--- src/rtl/data_mem_responder.sv ---
// Data-memory slave for the core's load/store port: 512-byte word RAM with
// configurable wait states, byte/half/word sizing, sign/zero extension and error pulses.
module data_mem_responder #(
  parameter int ADDR_W      = 9,
  parameter int DATA_W      = 32,
  parameter int DEPTH_WORDS = 128,
  parameter int WAIT_CYCLES = 2
) (
  input  logic              clk,
  input  logic              reset,
  input  logic              rd,
  input  logic              wr,
  input  logic [2:0]        funct3,
  input  logic [ADDR_W-1:0] addr,
  input  logic [DATA_W-1:0] wr_data,
  output logic [DATA_W-1:0] rd_data,
  output logic              busy,
  output logic              done,
  output logic              err,
  output logic [1:0]        dbg_state
);

  localparam int CNT_W   = (WAIT_CYCLES > 1) ? $clog2(WAIT_CYCLES) : 1;
  localparam bit NO_WAIT = (WAIT_CYCLES == 0);

  typedef enum logic [1:0] {S_IDLE = 2'd0, S_WAIT = 2'd1, S_RESP = 2'd2} state_t;

  state_t              state_q;
  logic                op_rd_q;
  logic [2:0]          f3_q;
  logic [ADDR_W-1:0]   addr_q;
  logic [DATA_W-1:0]   wdata_q;
  logic [CNT_W-1:0]    cnt_q;
  logic [DATA_W-1:0]   rd_data_q;
  logic                done_q;
  logic                err_q;
  logic [DATA_W-1:0]   mem_q [DEPTH_WORDS];

  logic                req;
  logic                req_err;
  logic                in_idle;
  logic                acc_rd;
  logic [2:0]          acc_f3;
  logic [ADDR_W-1:0]   acc_addr;
  logic [DATA_W-1:0]   acc_wd;
  logic                acc_fire;
  logic                mem_we;
  logic [DATA_W-1:0]   word;
  logic [7:0]          byte_v;
  logic [15:0]         half_v;
  logic [DATA_W-1:0]   load_val;
  logic [3:0]          be;
  logic [DATA_W-1:0]   wd_rep;

  assign req = rd | wr;

  always_comb begin
    req_err = 1'b0;
    if (rd && wr) begin
      req_err = 1'b1;
    end else if (rd) begin
      req_err = !(funct3 inside {3'b000, 3'b001, 3'b010, 3'b100, 3'b101});
    end else begin
      req_err = !(funct3 inside {3'b000, 3'b001, 3'b010});
    end
    if ((funct3[1:0] == 2'b01 && addr[0]) || (funct3[1:0] == 2'b10 && addr[1:0] != 2'b00))
      req_err = 1'b1;
  end

  // With zero wait states the access happens on the capture edge, so the
  // datapath looks at the live inputs in IDLE and at the captured copy otherwise.
  assign in_idle  = (state_q == S_IDLE);
  assign acc_rd   = in_idle ? rd      : op_rd_q;
  assign acc_f3   = in_idle ? funct3  : f3_q;
  assign acc_addr = in_idle ? addr    : addr_q;
  assign acc_wd   = in_idle ? wr_data : wdata_q;
  assign acc_fire = reset && (in_idle ? (NO_WAIT && req && !req_err)
                                      : (state_q == S_WAIT && cnt_q == '0));
  assign mem_we   = acc_fire && !acc_rd;

  assign word   = mem_q[acc_addr[ADDR_W-1:2]];
  assign byte_v = word[{acc_addr[1:0], 3'b000} +: 8];
  assign half_v = acc_addr[1] ? word[31:16] : word[15:0];

  always_comb begin
    load_val = word;
    case (acc_f3)
      3'b000:  load_val = {{24{byte_v[7]}}, byte_v};
      3'b001:  load_val = {{16{half_v[15]}}, half_v};
      3'b100:  load_val = {24'd0, byte_v};
      3'b101:  load_val = {16'd0, half_v};
      default: load_val = word;
    endcase
  end

  always_comb begin
    be     = 4'b1111;
    wd_rep = acc_wd;
    case (acc_f3[1:0])
      2'b00: begin
        be     = 4'b0001 << acc_addr[1:0];
        wd_rep = {4{acc_wd[7:0]}};
      end
      2'b01: begin
        be     = acc_addr[1] ? 4'b1100 : 4'b0011;
        wd_rep = {2{acc_wd[15:0]}};
      end
      default: begin
        be     = 4'b1111;
        wd_rep = acc_wd;
      end
    endcase
  end

  always_ff @(posedge clk) begin
    if (mem_we) begin
      for (int b = 0; b < 4; b++) begin
        if (be[b]) mem_q[acc_addr[ADDR_W-1:2]][8*b +: 8] <= wd_rep[8*b +: 8];
      end
    end
  end

  always_ff @(posedge clk or negedge reset) begin
    if (!reset) begin
      state_q   <= S_IDLE;
      op_rd_q   <= 1'b0;
      f3_q      <= 3'b000;
      addr_q    <= '0;
      wdata_q   <= '0;
      cnt_q     <= '0;
      rd_data_q <= '0;
      done_q    <= 1'b0;
      err_q     <= 1'b0;
    end else begin
      case (state_q)
        S_IDLE: begin
          done_q <= 1'b0;
          err_q  <= 1'b0;
          if (req) begin
            op_rd_q <= rd;
            f3_q    <= funct3;
            addr_q  <= addr;
            wdata_q <= wr_data;
            if (req_err) begin
              state_q   <= S_RESP;
              done_q    <= 1'b1;
              err_q     <= 1'b1;
              rd_data_q <= '0;
            end else if (NO_WAIT) begin
              state_q <= S_RESP;
              done_q  <= 1'b1;
              if (rd) rd_data_q <= load_val;
            end else begin
              state_q <= S_WAIT;
              cnt_q   <= CNT_W'(WAIT_CYCLES - 1);
            end
          end
        end
        S_WAIT: begin
          if (cnt_q == '0) begin
            state_q <= S_RESP;
            done_q  <= 1'b1;
            if (op_rd_q) rd_data_q <= load_val;
          end else begin
            cnt_q <= cnt_q - CNT_W'(1);
          end
        end
        default: begin
          state_q <= S_IDLE;
          done_q  <= 1'b0;
          err_q   <= 1'b0;
        end
      endcase
    end
  end

  assign rd_data   = rd_data_q;
  assign done      = done_q;
  assign err       = err_q;
  assign busy      = (in_idle && req) || (state_q == S_WAIT);
  assign dbg_state = state_q;

endmodule

--- config.mk ---
export PLATFORM = sky130hd
export DESIGN_NAME = data_mem_responder
export DESIGN_NICKNAME = d
export VERILOG_FILES = /design/src/rtl/data_mem_responder.sv
export SDC_FILE = /design/constraint.sdc
export NUM_CORES = 2
export LEC_CHECK = 0
export BUFFER_PORTS_ARGS = -buffer_cell sky130_fd_sc_hd__buf_2
export CORE_ASPECT_RATIO = 0.7
export CORE_UTILIZATION = 30
export CTS_CLUSTER_SIZE = 14
export DETAILED_ROUTE_END_ITERATION = 16
export PLACE_DENSITY = 0.41
export SLEW_MARGIN = 20
export SYNTH_ARGS = -nofsm -noshare
export SYNTH_HDL_FRONTEND = slang
export SYNTH_SLANG_ARGS = --single-unit
--- constraint.sdc ---
create_clock -name clk -period 13.76 [get_ports clk]
set_input_delay 0.688 -clock clk [delete_from_list [all_inputs] [get_ports clk]]
set_output_delay 0.688 -clock clk [all_outputs]
set_load 0.01 [all_outputs]
==> flow_summary_export.csv <==
group,metric,value,unit
power_and_ir_drop,powerDensity,246,nW/um2
clocking,post-cts-setup-buffer-count,0,
clocking,clk_latency,0.99,ns
power_and_ir_drop,vdd_ir_drop_max,0.000202,V
floorplan,initial_core_util,0.302,
sta,finalSetupViolCount,0,
clocking,clk_root_buffer_cell,"clkbuf_16",
route,drt-initial-drc-count,14300,
logic_synthesis,synth_flop_cell,"edfxtp_1",
logic_synthesis,synthesis.nets,10400,
hold_path,holdCritPathClass,"in2reg",
logic_synthesis,synth_edf_count,4096,
worst_setup_path,worst_ep_required_time,14.65,ns
clocking,cts.path.max_buffers,4,
sta,fin_tns_setup,0,ns
global_route,grt_max_degree,129,
sta,hold_viol,0,
sta,fin_worst_skew,0.0655,ns
floorplan,ios,85,
worst_setup_path,startpoint,"dbg_state[0]",
sta,finalMaxSlewViolations,0,
sta,post-route-period-util,0.526,
power_and_ir_drop,switching_share,0.410,
global_route,grtUsageTotal,0.229,
worst_setup_path,start_kind,"flop",
power_and_ir_drop,power.internal,26.7,mW
placed_design,dp_hpwl,380000,um
power_and_ir_drop,power_leakage,56.9,nW
floorplan,fp.dieH,612,um
clocking,cts_max_level,5,
sta,max_slew_margin,0.174,
global_route,antenna_found_initial,49,
placed_design,io_buffers,84,
floorplan,coreArea,528000,um2
logic_synthesis,yosys_warnings,0,
finish,syn2layout_area_growth,15.7,%
worst_setup_path,worst-setup-path-type,"reg2reg",
finish,post-route-util,0.349,
worst_setup_path,crit_arrival,8.12,ns
global_route,first_global_vias,97400,
floorplan,die_w,874,um
clocking,cts.clk_slew.worst_paths,0.07,ns
sta,worstMarginPinSlew,1.23,ns
route,drc,0,
route,avgRoutedWirePerCell,35.2,um
route,vias_per_cell,5.73,
sta,fmax,138,MHz
floorplan,die-area,535000,um2
logic_synthesis,synth_area,160000,um2
floorplan,rows,223,
outcome,status,"finished, final reports clean",
finish,fillCellCount,50500,
worst_setup_path,reg2reg_from,"dbg_state[0]",
sta,fin_crit,7.23,ns
worst_setup_path,path_max_fanout,59,
route,firstDrtPassIters,9,
hold_path,hold_start,"wr",
route,wirelength,635000,um
logic_synthesis,synthCells,10400,
placed_design,gp_congestion,0.852,
route,ant_nets,0,
global_route,grt_pass1_wl,862000,um
route,via_count,103000,
sta,rsz0062_at_grt,"no",
power_and_ir_drop,power.switching,18.6,mW
power_and_ir_drop,clkPwrFrac,0.249,
clocking,cts_made_buffers,408,
logic_synthesis,synth_cell_types,79,
clocking,ctsResizeCount,0,
logic_synthesis,synth-seq-cells,4178,
clocking,cts_tree,"done",
sta,timing.final.ws_setup,6.53,ns
finish,fin_nets,10700,
job,max-cap-violations,0,
clocking,clock_sinks,4178,
placed_design,pre_cts_ws,6.56,ns
logic_synthesis,seq_area_frac_synth,0.783,
power_and_ir_drop,power_frac_comb,0.368,
power_and_ir_drop,seqPwrFrac,0.383,
worst_setup_path,cp-end-kind,"flop",
logic_synthesis,async_flop_share,0.0196,
global_route,grt_overflow,0,
finish,drive_above_1_share,0.137,
logic_synthesis,avgSynthCellArea,15.4,um2
-- final cells by class --
| class | instances | area, um2 | area share |
|---|---|---|---|
| Antenna cell | 21 | 52.6 | 0.000285 |
| Clock buffer | 497 | 10700 | 0.0578 |
| Clock inverter | 242 | 2220 | 0.0120 |
| Inverter | 21 | 98.8 | 0.000535 |
| Multi-Input combinational cell | 5338 | 32500 | 0.176 |
| Sequential cell | 4178 | 125000 | 0.677 |
| Tap cell | 7087 | 8870 | 0.0480 |
| Timing Repair Buffer | 655 | 5280 | 0.0286 |
-- cells in the final DEF (no fill, tap or decap), types with 84 or more instances in the layout --
cell type	synthesis	routed
a211oi_1	161	161
nor2_1	453	414
clkinv_1	0	109
and3_1	169	169
a21oi_1	126	110
o22ai_1	1136	1136
nor3_2	0	161
buf_2	327	84
nand3_1	196	196
mux2i_1	169	145
nor3_1	818	655
nand2_1	972	950
edfxtp_1	4096	4096
o221ai_1	187	187
a31oi_1	166	166
buf_4	81	491
o21ai_0	158	153
clkbuf_16	0	414
-- critical path, cell delays in order, from the launching register on --
cell and delay [ns]:
dfrtp_1 0.77, nor3b_1 0.27, a21oi_4 0.61, buf_4 0.61, buf_12 0.42, buf_4 0.60, o22ai_1 0.17, nor3_1 0.41
or3_1 0.35, a41oi_1 0.39, nor4_2 1.03, buf_4 0.27, a211oi_1 0.12, nor4_4 0.44, nor2_2 0.25, o21ai_0 0.22
-- power groups by stage --
stage	Clock, mW	Combinational, mW	Sequential, mW
floorplan	0	7.77	18.1
global placement	0	16.3	17.6
detailed placement	0	16.5	17.6
CTS	11.4	16.5	17.4
global route	11.9	17.3	17.4
finish	11.3	16.7	17.4
-- final timing paths --
path / end / slack (ns) / depth (start not counted)
setup / recovery: rd_data[20] / 6.53 / 15
hold / removal: op_rd_q / 0.06 / 4
setup reg to reg: rd_data[20] / 6.53 / 15
hold reg to reg: wdata_q[19] / 0.48 / 2
max in group asynchronous: rd_data[23] / 12.40 / 3
min in group asynchronous: wdata_q[10] / 0.13 / 2
-- through the flow --
stage / power, mW / cell area [um2] / hold slack, ns / instances
finish: 45.4 / 185000 / 0.0592 / 18000
global route: 46.5 / 185000 / 0.0468 / 18000
CTS: 45.3 / 185000 / 0.00167 / 18000
detailed placement: 34.1 / 171000 / 0.460 / 17200
global placement: 34.0 / 171000 / 0.454 / 17200
floorplan: 25.9 / 160000 / 0.392 / 10400
-- metal layers --
metal  GRT usage  up-vias  routed length (um)
li1            -    42200                   -
met1       0.356    55400              296000
met2       0.327     5073              266000
met3      0.0472      743               56600
met4      0.0536       16               16300
met5           0        -                  95
-- registers in the layout, summed over array words and instances (netlist names) --
| register | flops |
|---|---|
| addr_q | 9 |
| dbg_state | 2 |
| rd_data | 32 |
| op_rd_q | 1 |
| err | 1 |
| mem_q | 4096 |
| wdata_q | 32 |
| f3_q | 3 |
| cnt_q | 1 |
| done | 1 |
-- Yosys cell counts, types with 21 or more instances --
cell,instances,area [um2]
o22ai_1,1136,7110
nor2_1,453,1700
edfxtp_1,4096,123000
buf_1,80,300
o41ai_1,46,403
dfrtp_1,82,2050
mux2i_1,169,1690
a21oi_1,126,631
a31oi_1,166,1040
o21ai_0,158,791
nor4_1,89,557
o32ai_1,38,333
nand2_1,972,3650
a32oi_1,48,420
clkbuf_1,310,1160
buf_4,81,608
a211oi_1,161,1210
inv_1,21,78.8
o31ai_1,42,315
and3_1,169,1060
o221ai_1,187,1640
nor3_1,818,4090
o22a_1,40,350
nand3_1,196,981
or3_1,38,238
a222oi_1,31,310
buf_2,327,1640
-- what timing repair did --
action                                 4_1_cts  5_1_grt
setup endpoints to repair                    0        0
hold buffers                                41        0
endpoints found under the hold margin       57        0
-- cell families (layout without fill, tap and decap cells) --
family                 count (synthesis)  after routing  share of synthesized area
other                                  0             21                          0
muxes                                181            181                     0.0114
and+or+nand+nor                     2813           2813                     0.0805
DFF                                 4178           4178                      0.783
buffers and inverters                837           1415                     0.0251
AOI/OAI and AO/OA                   2344           2344                     0.0998
Note: power is estimated with default switching activity, not from simulation.
